**config.mk**
```make
export PLATFORM = sky130hd
export DESIGN_NAME = sound_scheduler_flat
export DESIGN_NICKNAME = d
export VERILOG_FILES = /design/src/rtl/sound_pkg.sv /design/src/rtl/sound_scheduler_if.sv /design/src/rtl/tick_divider.sv /design/src/rtl/sound_scheduler.sv /design/src/flat_wrapper.sv
export SDC_FILE = /design/constraint.sdc
export NUM_CORES = 1
export LEC_CHECK = 0
export CAP_MARGIN = 30
export CORE_ASPECT_RATIO = 1.2
export CORE_UTILIZATION = 43
export CTS_BUF_LIST = sky130_fd_sc_hd__clkbuf_8
export DETAILED_ROUTE_END_ITERATION = 10
export PLACE_DENSITY = 0.66
export SYNTH_ARGS = -nofsm -noshare
export SYNTH_HDL_FRONTEND = slang
export SYNTH_SLANG_ARGS = --single-unit
```
**constraint.sdc**
```tcl
create_clock -name CLK -period 2 [get_ports CLK]
set_input_delay 0.3 -clock CLK [delete_from_list [all_inputs] [get_ports CLK]]
set_output_delay 0.3 -clock CLK [all_outputs]
set_load 0.05 [all_outputs]
```
**src/rtl/sound_pkg.sv**
```systemverilog
// ---------------------------------------------------------------------------
// sound_pkg
// Shared definitions for the sound scheduler slice:
//   - requester index constants (one requester per game event)
//   - default per-sample playback durations, in duration ticks
//   - scheduler state encoding
// No ports; imported by sound_scheduler and its testbench.
// ---------------------------------------------------------------------------
package sound_pkg;

  // Requester i plays sample i; a lower index means a higher priority.
  localparam int REQ_PADDLE = 0;
  localparam int REQ_BRICK  = 1;
  localparam int REQ_WALL   = 2;
  localparam int REQ_LOST   = 3;

  localparam int DEFAULT_REQ_COUNT = 4;
  localparam int DEFAULT_DUR_BITS  = 10;

  // Playback length of each sample in ticks (1 ms per tick at the default
  // prescaler setting). Index = sample number = requester number.
  localparam logic [DEFAULT_DUR_BITS-1:0] SAMPLE_DUR [DEFAULT_REQ_COUNT] =
    '{10'd60, 10'd40, 10'd30, 10'd500};

  typedef enum logic [1:0] {
    IDLE    = 2'd0,
    ARM     = 2'd1,
    FIRE    = 2'd2,
    PLAYING = 2'd3
  } sched_state_e;

endpackage

```
**src/rtl/sound_scheduler_if.sv**
```systemverilog
// ---------------------------------------------------------------------------
// sound_scheduler_if
// Bundles the game-event request bus and the sample-bank control signals.
//   REQ     : one-cycle request pulses from game logic, bit 0 highest priority
//   SELECT  : sample index presented to the sample bank
//   TRIGGER : one-cycle start pulse to the sample bank
//   BUSY    : channel occupied (arming, firing or playing)
//   PENDING : latched, not-yet-granted requests (debug / LEDs)
// Modports:
//   master : game-logic side (drives REQ, observes the rest)
//   slave  : scheduler side (consumes REQ, drives the rest)
// ---------------------------------------------------------------------------
interface sound_scheduler_if #(
  parameter int REQ_COUNT   = 4,
  parameter int SAMPLE_BITS = 2
);

  logic [REQ_COUNT-1:0]   REQ;
  logic [SAMPLE_BITS-1:0] SELECT;
  logic                   TRIGGER;
  logic                   BUSY;
  logic [REQ_COUNT-1:0]   PENDING;

  modport master (
    output REQ,
    input  SELECT,
    input  TRIGGER,
    input  BUSY,
    input  PENDING
  );

  modport slave (
    input  REQ,
    output SELECT,
    output TRIGGER,
    output BUSY,
    output PENDING
  );

endinterface

```
**src/rtl/tick_divider.sv**
```systemverilog
// ---------------------------------------------------------------------------
// tick_divider
// Prescaler that counts 0..TICK_DIV-1 while enabled and emits a one-cycle
// tick on the cycle the count wraps. A synchronous clear restarts it at 0 so
// every playback begins with a full tick period.
// Ports:
//   clk  : clock
//   rst  : asynchronous active-high reset
//   clr  : synchronous clear, dominates enable
//   en   : count enable
//   tick : high for the single cycle in which the count wraps
// ---------------------------------------------------------------------------
module tick_divider #(
  parameter int TICK_DIV = 50000
) (
  input  logic clk,
  input  logic rst,
  input  logic clr,
  input  logic en,
  output logic tick
);

  localparam int CNT_BITS = (TICK_DIV > 1) ? $clog2(TICK_DIV) : 1;
  localparam logic [CNT_BITS-1:0] CNT_LAST = CNT_BITS'(TICK_DIV - 1);

  logic [CNT_BITS-1:0] cnt_q;
  logic [CNT_BITS-1:0] cnt_d;
  logic                wrap;

  always_comb begin
    wrap  = en && (cnt_q == CNT_LAST);
    cnt_d = cnt_q;
    if (clr) begin
      cnt_d = '0;
    end else if (wrap) begin
      cnt_d = '0;
    end else if (en) begin
      cnt_d = cnt_q + CNT_BITS'(1);
    end
  end

  // A clear in the same cycle as a wrap cancels the tick.
  assign tick = wrap && !clr;

  always_ff @(posedge clk or posedge rst) begin
    if (rst) begin
      cnt_q <= '0;
    end else begin
      cnt_q <= cnt_d;
    end
  end

endmodule

```
**src/rtl/sound_scheduler.sv**
```systemverilog
// ---------------------------------------------------------------------------
// sound_scheduler
// Shares the single sample-bank playback channel between game-event
// requesters. One-cycle request pulses are latched as pending flags; when the
// channel is idle the lowest-index pending flag is granted. The scheduler
// then presents SELECT (ARM), pulses TRIGGER for one cycle (FIRE), and holds
// the channel for the sample's duration in ticks (PLAYING) before returning
// to IDLE for exactly one cycle.
//
// Ports:
//   CLK   : system clock
//   RESET : asynchronous active-high reset; aborts any playback in progress
//   bus   : sound_scheduler_if slave modport (REQ in; SELECT, TRIGGER,
//           BUSY, PENDING out; all outputs registered)
//
// Parameters:
//   REQ_COUNT   : number of requesters (requester i plays sample i)
//   SAMPLE_BITS : width of SELECT, 2**SAMPLE_BITS >= REQ_COUNT
//   TICK_DIV    : clock cycles per duration tick
//   DUR_BITS    : width of the duration counter
//   DUR_TABLE   : ticks per sample index (defaults to sound_pkg::SAMPLE_DUR)
//
// Configuration macro:
//   SOUND_SCHEDULER_PREEMPT_EN : when defined, a pending request of strictly
//   higher priority (lower index) than the one playing interrupts it and is
//   armed immediately; the interrupted sample is dropped. When undefined,
//   every playback runs to completion.
// ---------------------------------------------------------------------------
module sound_scheduler
  import sound_pkg::*;
#(
  parameter int REQ_COUNT   = 4,
  parameter int SAMPLE_BITS = 2,
  parameter int TICK_DIV    = 50000,
  parameter int DUR_BITS    = 10,
  parameter logic [DUR_BITS-1:0] DUR_TABLE [REQ_COUNT] = SAMPLE_DUR
) (
  input  logic                CLK,
  input  logic                RESET,
  sound_scheduler_if.slave    bus
);

  sched_state_e           state_q;
  sched_state_e           state_d;
  logic [REQ_COUNT-1:0]   pend_q;
  logic [REQ_COUNT-1:0]   pend_d;
  logic [SAMPLE_BITS-1:0] sel_q;
  logic [SAMPLE_BITS-1:0] sel_d;
  logic                   trig_q;
  logic                   trig_d;
  logic                   busy_q;
  logic                   busy_d;
  logic [DUR_BITS-1:0]    dur_q;
  logic [DUR_BITS-1:0]    dur_d;

  logic [REQ_COUNT-1:0]   arm_clear;
  logic [SAMPLE_BITS-1:0] top_idx;
  logic                   any_pend;
  logic                   preempt;
  logic                   playing;
  logic                   tick;

  // The prescaler only runs while a sample is playing and sits cleared
  // otherwise, so each playback starts with a full tick period.
  assign playing = (state_q == PLAYING);

  tick_divider #(
    .TICK_DIV (TICK_DIV)
  ) u_tick_divider (
    .clk  (CLK),
    .rst  (RESET),
    .clr  (!playing),
    .en   (playing),
    .tick (tick)
  );

  // Priority encoder: index of the lowest set pending flag. Scanning from
  // the top down lets the lowest index overwrite any higher one.
  always_comb begin
    top_idx = '0;
    for (int i = REQ_COUNT - 1; i >= 0; i--) begin
      if (pend_q[i]) begin
        top_idx = SAMPLE_BITS'(i);
      end
    end
  end

  assign any_pend = |pend_q;

`ifdef SOUND_SCHEDULER_PREEMPT_EN
  // Only a strictly higher-priority request may interrupt; because top_idx
  // is the best pending index, comparing it against SELECT is sufficient.
  assign preempt = playing && any_pend && (top_idx < sel_q);
`else
  assign preempt = 1'b0;
`endif

  // Next-state logic. Granting a request clears its flag on the edge that
  // enters ARM; a new pulse for the same index on that edge re-sets it
  // because the request OR is applied after the clear.
  always_comb begin
    state_d   = state_q;
    sel_d     = sel_q;
    dur_d     = dur_q;
    arm_clear = '0;

    case (state_q)
      IDLE: begin
        if (any_pend) begin
          state_d   = ARM;
          sel_d     = top_idx;
          arm_clear = REQ_COUNT'(1) << top_idx;
        end
      end

      ARM: begin
        state_d = FIRE;
      end

      FIRE: begin
        state_d = PLAYING;
        dur_d   = DUR_TABLE[sel_q];
      end

      PLAYING: begin
        if (preempt) begin
          state_d   = ARM;
          sel_d     = top_idx;
          arm_clear = REQ_COUNT'(1) << top_idx;
        end else if (dur_q == '0) begin
          // Zero-length sample: release the channel straight away.
          state_d = IDLE;
        end else if (tick) begin
          // The counter holds the remaining ticks; the playback ends on the
          // tick that takes it to zero, so it never decrements below zero.
          dur_d = dur_q - DUR_BITS'(1);
          if (dur_q == DUR_BITS'(1)) begin
            state_d = IDLE;
          end
        end
      end

      default: begin
        state_d = IDLE;
      end
    endcase

    pend_d = (pend_q & ~arm_clear) | bus.REQ;
    trig_d = (state_d == FIRE);
    busy_d = (state_d != IDLE);
  end

  // All scheduler state and every output is registered here.
  always_ff @(posedge CLK or posedge RESET) begin
    if (RESET) begin
      state_q <= IDLE;
      pend_q  <= '0;
      sel_q   <= '0;
      trig_q  <= 1'b0;
      busy_q  <= 1'b0;
      dur_q   <= '0;
    end else begin
      state_q <= state_d;
      pend_q  <= pend_d;
      sel_q   <= sel_d;
      trig_q  <= trig_d;
      busy_q  <= busy_d;
      dur_q   <= dur_d;
    end
  end

  assign bus.SELECT  = sel_q;
  assign bus.TRIGGER = trig_q;
  assign bus.BUSY    = busy_q;
  assign bus.PENDING = pend_q;

endmodule

```
**src/flat_wrapper.sv**
```systemverilog
// flat-port wrapper written by rule: the top's interface ports become plain ports
module sound_scheduler_flat import sound_pkg::*;
#(
  parameter int REQ_COUNT   = 4,
  parameter int SAMPLE_BITS = 2,
  parameter int TICK_DIV    = 50000,
  parameter int DUR_BITS    = 10,
  parameter logic [DUR_BITS-1:0] DUR_TABLE [REQ_COUNT] = SAMPLE_DUR
)
  (CLK, RESET, bus_REQ, bus_SELECT, bus_TRIGGER, bus_BUSY, bus_PENDING);
  sound_scheduler_if #(.REQ_COUNT(REQ_COUNT), .SAMPLE_BITS(SAMPLE_BITS)) bus_i ();
  input  logic CLK;
  input  logic RESET;
  input wire logic [$bits(bus_i.REQ)-1:0] bus_REQ;
  output wire logic [$bits(bus_i.SELECT)-1:0] bus_SELECT;
  output wire logic [$bits(bus_i.TRIGGER)-1:0] bus_TRIGGER;
  output wire logic [$bits(bus_i.BUSY)-1:0] bus_BUSY;
  output wire logic [$bits(bus_i.PENDING)-1:0] bus_PENDING;
  assign bus_i.REQ = bus_REQ;
  assign bus_SELECT = bus_i.SELECT;
  assign bus_TRIGGER = bus_i.TRIGGER;
  assign bus_BUSY = bus_i.BUSY;
  assign bus_PENDING = bus_i.PENDING;
  sound_scheduler #(.REQ_COUNT(REQ_COUNT), .SAMPLE_BITS(SAMPLE_BITS), .TICK_DIV(TICK_DIV), .DUR_BITS(DUR_BITS), .DUR_TABLE(DUR_TABLE)) u_core (.CLK(CLK), .RESET(RESET), .bus(bus_i));
endmodule
```
==> key figures, run 1 <==
GRT
  – GRT overflow: 0
  – GR Util All Layers: 18.93%
  – Largest net degree at the start of global routing: 37
  – First-pass GRT wire length: 6727 um
  – Vias in the first global route: 1499
  – Initial antenna violation count: 0

Setup path
  – CP max-delay cell: dfrtp_1
  – Worst setup EP type: flip-flop
  – R2r startpoint: u_core.u_tick_divider.cnt_q[1]$_DFF_PP0_
  – Crit-path cells: ha_2 -> and3_1 -> and4_1 -> or2_2 -> nor2b_2 -> buf_4 -> o22ai_1
  – Worst-path fanout max: 5
  – Critical path's largest stage delay: 0.40 ns
  – Critical Path RT: 2.20 ns
  – Worst path buffer plus inverter count: 1
  – Crit Path Category: reg2reg
  – FF-to-FF setup slack: 0.11 ns
  – CP Data Arrival Time: 2.09 ns
  – Worst reg2reg endpoint: u_core.dur_q[0]$_DFFE_PP0P_
  – Worst setup SP type: flip-flop
  – Worst R2R Path Depth: 7
  – Delay-heaviest family, CP: simple AND/OR/NAND/NOR gates

Synth
  – Sequential cell area fraction in the yosys report: 47.31%
  – Mapped Nets: 209
  – Most common cell in the netlist: dfrtp_1
  – Post-synthesis cell type count: 42
  – Ys Warns: 0
  – Cell Area, Synth: 0.001904 mm2
  – Fraction of registers with async set/reset: 100.0%
  – Synth Flop Type: dfrtp_1
  – Synth top area share: 47.31%
  – Synth cell count leaders: dfrtp_1 (36), nor2_1 (31), nand2_1 (13), a21oi_1 (12), xor2_1 (9)
  – Synth top area cells: dfrtp_1 (47%), nor2_1 (6.1%), xor2_1 (4.1%)
  – Yosys reg bits: 36
  – Area leader, netlist: dfrtp_1
  – EDFF count, synth: 0
  – Post-synthesis instance total: 199
  – Syn Area/Cell: 9.569 um2

Power
  – Flop pwr share: 52.3%
  – Maximum vdd drop: 0.4177 mV
  – Power per cell area: 610.3 mW/mm2
  – Internal power: 0.001107 W
  – Pleak: 0.9559 nW
  – Switching portion of total power: 20.46%
  – Final Power: 0.001391 W
  – Clock share of power: 45.9%
  – NetSw: 0.0002847 W
  – Combinational cell fraction of total power: 1.9%

Clock network
  – Root Buffer: clkbuf_8
  – Max clock buf depth: 2
  – CTS tree: done
  – Later-pin clock latency in the skew report: 0.29 ns
  – TritonCTS Buffers: 5
  – # clock sinks: 36
  – Post-CTS Setup Bufs: 0
  – Clock Pin Slew Worst Setup and Hold Paths: 0.08 ns
  – CTS H-Tree Depth: 2

STA
  – Setup violations, final: 0
  – FMAX: 0.5295 GHz
  – Final clock period utilization by the worst path: 94.43%
  – Worst Hold Slack: 0.4287 ns
  – Fin Setup TNS: 0 ns
  – Slew @ Worst Pin: 0.4983 ns
  – RSZ-0062 raised after global routing: false
  – Relative slew slack: 66.68%
  – Final hold violation count: 0
  – Clk_skew: 0.01138 ns
  – Min Tclk post-route: 1.889 ns
  – Slew Viols, Final: 0

Final layout
  – Diode count: 0
  – Fraction of layout cells with a size suffix above 1: 13.66%
  – Final instance area: 0.002280 mm2
  – Register Area: 900.9 um2
  – Syn-to-layout area delta: 19.71%
  – Final nets: 236
  – Area of the multi-input gates: 917.1 um2
  – Fillers: 414

Die
  – IO Count: 14
  – Core area: 0.004262 mm2
  – Chip width: 62.75 um
  – Die ar.: 0.004700 mm2
  – Starting density of the core: 44.69%
  – Row cnt: 26
  – Die Ht: 74.90 um

Routing
  – Final wirelength: 3977 um
  – Final ANT Viol Nets: 0
  – DR vias/cell: 5.392
  – Routed WL per cell: 14.05 um
  – DRT iter0 DRCs: 104
  – Residual DRC count: 0
  – Vias after detailed routing: 1526
  – DRT Pass-1 Iters: 4

Placement
  – # port buffers: 13
  – HPWL Detailed: 2794 um
  – DP Area: 0.002168 mm2
  – Routability Congestion: 0.8492

Min path
  – Worst min path class: in2async

Job
  – Max cap viols: 0

Run status
  – Outcome: finished clean
-- repair_timing --
| action | CTS | global route |
|---|---|---|
| resized for setup | 0 | 0 |
| endpoints found under the setup margin | 0 | 3 |
| hold buffers | 0 | 0 |
-- worst register-to-register path, cell delays in order, from the launching register on --
cell     delay [ns]
dfrtp_1        0.40
ha_2           0.19
and3_1         0.21
and4_1         0.16
or2_2          0.32
nor2b_2        0.18
buf_4          0.17
o22ai_1        0.17
-- worst max path at each step --
stage                                                   from                           to  slack (ns)  cells after the start
floorplan           u_core.u_tick_divider.cnt_q[0]$_DFF_PP0_  u_core.dur_q[1]$_DFFE_PP0P_        0.02                      7
global placement                 u_core.dur_q[7]$_DFFE_PP0P_  u_core.dur_q[4]$_DFFE_PP0P_        0.11                      5
detailed placement               u_core.dur_q[7]$_DFFE_PP0P_  u_core.dur_q[2]$_DFFE_PP0P_        0.09                      5
CTS                              u_core.dur_q[7]$_DFFE_PP0P_  u_core.dur_q[2]$_DFFE_PP0P_        0.07                      5
global route                     u_core.dur_q[0]$_DFFE_PP0P_  u_core.dur_q[4]$_DFFE_PP0P_        0.02                      7
finish              u_core.u_tick_divider.cnt_q[1]$_DFF_PP0_  u_core.dur_q[0]$_DFFE_PP0P_        0.11                      7
-- placed cells by master (no fill, tap or decap), types with 2 or more instances in the layout --
master / n
nor3_1: 5
clkbuf_8: 5
clkdlybuf4s50_1: 13
nor2_1: 31
xnor2_1: 5
nor4bb_1: 2
buf_4: 16
nand2_1: 13
xor2_1: 9
o22a_1: 2
and4_1: 4
inv_1: 8
and3_1: 7
nand3_1: 5
o21ai_0: 6
nor4_1: 2
a2bb2oi_1: 4
dfrtp_1: 36
a31oi_1: 8
nand2b_1: 2
nand4_1: 3
ha_1: 3
o21ai_1: 4
a21o_1: 2
a21oi_1: 12
-- registers in the layout, indices dropped and copies added, names as in the netlist --
register / flops
u_core.bus.TRIGGER: 1
u_core.bus.SELECT: 2
u_core.bus.PENDING: 4
u_core.state_q: 2
u_core.u_tick_divider.cnt_q: 16
u_core.dur_q: 10
u_core.bus.BUSY: 1
-- per-stage QoR --
stage / util (%) / worst slack [ns] / instances
finish: 53.49 / 0.1114 / 283
detailed placement: 50.88 / 0.08680 / 275
CTS: 53.49 / 0.07157 / 283
floorplan: - / 0.01567 / 199
global route: 53.49 / 0.02275 / 283
global placement: 50.88 / 0.1063 / 275
-- power groups by stage --
| stage | Clock [W] | Combinational [W] | Sequential (W) |
|---|---|---|---|
| after floorplan | 0 | 0.0000113 | 0.000742 |
| after global placement | 0 | 0.0000265 | 0.000742 |
| final | 0.000638 | 0.0000258 | 0.000727 |
| after global routing | 0.000683 | 0.0000298 | 0.000727 |
| after detailed placement | 0 | 0.0000274 | 0.000742 |
| after CTS | 0.000660 | 0.0000274 | 0.000727 |
-- cells by family (layout without fill, tap and decap cells) --
logic type	Yosys count	after routing	share of synthesized area, %
multiplexers	1	1	0.7882
adder cells (fa/ha/maj)	4	4	2.628
AO/OA/AOI/OAI	44	44	15.57
flip-flops	36	36	47.31
AND/OR/NAND/NOR	83	83	22.60
XOR/XNOR	14	14	6.439
buffers and inverters	17	45	4.665
-- routing by layer --
layer  routed length (um)  GRT usage (%)  vias to the layer above
met3                  111          3.636                       10
li1                     -              -                      757
met4                  119          13.18                        0
met1                 1754          22.28                      733
met5                    0              0                        -
met2                 1992          31.76                       26
-- layout make-up --
cell class / count / area share, %
tap: 56 / 3.074
timing repair buffer: 29 / 10.98
inverter: 8 / 1.317
clock buffer: 5 / 3.019
multi-input combinational: 146 / 40.23
sequential: 36 / 39.52
clock inverter: 3 / 1.866
(Power assumes the default switching activity.)
==> inputs of run 2 (changes only) <==
--- a/config.mk
+++ b/config.mk
@@ -10,7 +10,8 @@
 export CORE_UTILIZATION = 43
 export CTS_BUF_LIST = sky130_fd_sc_hd__clkbuf_8
 export DETAILED_ROUTE_END_ITERATION = 10
-export PLACE_DENSITY = 0.66
+export PLACE_DENSITY = 0.7
+export SLEW_MARGIN = 20
 export SYNTH_ARGS = -nofsm -noshare
 export SYNTH_HDL_FRONTEND = slang
 export SYNTH_SLANG_ARGS = --single-unit
==> run 2 against run 1 <==
  * Combinational power decreased by 3%
  * Clock-buffer cell count unchanged
  * Critical path type unchanged
  * Worst hold slack got worse by 0.021 ns
  * Register-to-register slack got worse by 0.07 ns
==> key figures, run 2 (synthesized netlist as in run 1, its figures left out) <==
Setup path
  – Worst setup EP type: flip-flop
  – Crit-path cells: or4_4 -> o41ai_4 -> buf_4 -> nor2b_2 -> mux2_4
  – Critical Path RT: 2.18 ns (-0.02 ns)
  – Worst setup SP type: flip-flop
  – Crit Path Category: reg2reg
  – Worst R2R Path Depth: 5 (-2)
  – Worst-path fanout max: 6 (+1)
  – CP Data Arrival Time: 2.14 ns (+0.05 ns)
  – CP max-delay cell: or4_4
  – Critical path's largest stage delay: 0.56 ns (+0.16 ns)

Clock network
  – Root Buffer: clkbuf_8
  – TritonCTS Buffers: 5 (unchanged)
  – Later-pin clock latency in the skew report: 0.29 ns (about the same)
  – CTS Hold Bufs: 0 (unchanged)
  – Max clock buf depth: 2 (unchanged)
  – # clock sinks: 36 (unchanged)
  – Cts repair resizes: 0 (unchanged)
  – Clock Pin Slew Worst Setup and Hold Paths: 0.08 ns (about the same)
  – CTS tree: done
  – CTS H-Tree Depth: 2 (unchanged)

Routing
  – Final ANT Viol Nets: 0 (unchanged)
  – Final wirelength: 3887 um (-2.3%)
  – Vias after detailed routing: 1563 (+2.4%)
  – DRT Pass-1 Iters: 4 (unchanged)
  – Residual DRC count: 0 (unchanged)
  – DRT iter0 DRCs: 104 (unchanged)
  – Routed WL per cell: 13.64 um (-2.9%)
  – DR vias/cell: 5.484 (+1.7%)

Final layout
  – Diode count: 0 (unchanged)
  – Fraction of layout cells with a size suffix above 1: 14.41% (+0.75 points)
  – Most frequent cells in the layout: dfrtp_1 (36), nor2_1 (31), buf_4 (18)
  – Max reg flops: 16 (unchanged)
  – Final nets: 238 (+0.85%)
  – Finished Layout Cells: 285 (+0.71%)
  – Commonest non-fill, non-tap cell in the layout: dfrtp_1
  – Syn-to-layout area delta: 20.50%
  – Top reg by flops: u_core.u_tick_divider.cnt_q
  – Layout Utilization: 53.85% (+0.35 points)

STA
  – Relative slew slack: 67.32% (+0.64 points)
  – Final clock period utilization by the worst path: 97.88% (+3.5 points)
  – Setup violations, final: 0 (unchanged)
  – Slew @ Worst Pin: 0.4887 ns (-0.009536 ns)
  – Clk_skew: 0.005152 ns (-0.006227 ns)
  – Slew Viols, Final: 0 (unchanged)
  – Setup ws final: 0.04236 ns (-0.06908 ns)
  – Final hold violation count: 0 (unchanged)
  – FMAX: 0.5108 GHz (-3.5%)
  – Min Tclk post-route: 1.958 ns (+0.06908 ns)

Die
  – Starting density of the core: 44.69% (unchanged)
  – Die Ht: 74.90 um (unchanged)
  – IO Count: 14 (unchanged)
  – Die ar.: 0.004700 mm2 (unchanged)
  – Chip width: 62.75 um (unchanged)
  – Row cnt: 26 (unchanged)
  – Core area: 0.004262 mm2 (unchanged)

Run status
  – Outcome: finished clean

Placement
  – Dpl cells: 276 (+0.36%)
  – # port buffers: 13 (unchanged)
  – Dpl ws: -0.005512 ns (-0.09231 ns)
  – Routability Congestion: 0.9637 (+13%)
  – HPWL Detailed: 2672 um (-4.4%)

GRT
  – Initial antenna violation count: 0 (unchanged)
  – Met2 usage: 32.85% (+1.1 points)
  – First-pass GRT wire length: 6679 um (-0.71%)
  – Largest net degree at the start of global routing: 37 (unchanged)
  – GR Util All Layers: 18.42% (-0.51 points)
  – Vias in the first global route: 1537 (+2.5%)
  – GR peak layer: met2
  – Grt met1 use: 20.83% (-1.4 points)
  – Met3 global-route usage: 4.697% (+1.1 points)
  – GRT overflow: 0 (unchanged)

Job
  – Max cap viols: 0 (unchanged)

Power
  – Pleak: 0.9668 nW (+1.1%)
  – Maximum vdd drop: 0.3821 mV (-8.5%)
  – Power per cell area: 606.9 mW/mm2 (-0.57%)

Min path
  – Worst min path class: in2async
==> run 2: cell count changes in the layout (fill, tap and decap cells not counted) <==
cell and delta:
buf_4 +2
==> run 2: worst paths after layout <==
| path | startpoint | to | slack [ns] |
|---|---|---|---|
| hold reg to reg | u_core.u_tick_divider.cnt_q[0]$_DFF_PP0_ | u_core.u_tick_divider.cnt_q[0]$_DFF_PP0_ | 0.55 |
| min in group CLK | u_core.u_tick_divider.cnt_q[0]$_DFF_PP0_ | u_core.u_tick_divider.cnt_q[0]$_DFF_PP0_ | 0.55 |
| setup reg to reg | u_core.dur_q[6]$_DFFE_PP0P_ | u_core.dur_q[1]$_DFFE_PP0P_ | 0.04 |
| setup / recovery | u_core.dur_q[6]$_DFFE_PP0P_ | u_core.dur_q[1]$_DFFE_PP0P_ | 0.04 |
| hold / removal | RESET | u_core.bus.PENDING[0]$_DFF_PP0_ | 0.41 |
| max in group asynchronous | RESET | u_core.dur_q[6]$_DFFE_PP0P_ | 1.27 |
==> run 2: area by class of cell <==
type | instances | area (um2)
Inverter | 8 | 30.03
Clock inverter | 3 | 42.54
Timing Repair Buffer | 31 | 265.3
Tap cell | 56 | 70.07
Sequential cell | 36 | 900.9
Multi-Input combinational cell | 146 | 917.1
Clock buffer | 5 | 68.82
Fill cell | 398 | 1967
==> run 2: per-layer routing <==
metal | wire, um | vias up
met1 | 1713 | 764
li1 | - | 756
met3 | 123 | 7
met4 | 78 | 0
met5 | 0 | -
met2 | 1972 | 36
==> run 2: where the power goes <==
group | internal [W] | switching, W
logic | 0.0000104 | 0.0000147
clock network | 0.000369 | 0.000271
registers | 0.000727 | 0.000000000000000000204
total | 0.00111 | 0.000286
==> run 2: worst max-delay path: cells and delay by family, from the launching register on <==
kind	cells	cell delay, ns
muxes	1	0.30
DFF	1	0.38
AOI/OAI and AO/OA	1	0.34
and+or+nand+nor	2	0.64
buffers and inverters	1	0.20
==> run 2: what timing repair did <==
action,in CTS,in global routing
buffers inserted,0,1
pin swaps,1,1
cloned,0,0
setup endpoints to repair,1,2
==> run 2: metrics by stage <==
stage	setup TNS [ns]	hold WS (ns)	instance area, um2	total power, W
2_1_floorplan	0	0.3923	1907	0.0007530
3_3_place_gp	0	0.5145	2176	0.0007680
3_5_place_dp	-0.005512	0.5292	2176	0.0007682
4_1_cts	0	0.4278	2287	0.001410
5_1_grt	-0.004022	0.4583	2295	0.001433
6_report	0	0.4077	2295	0.001393
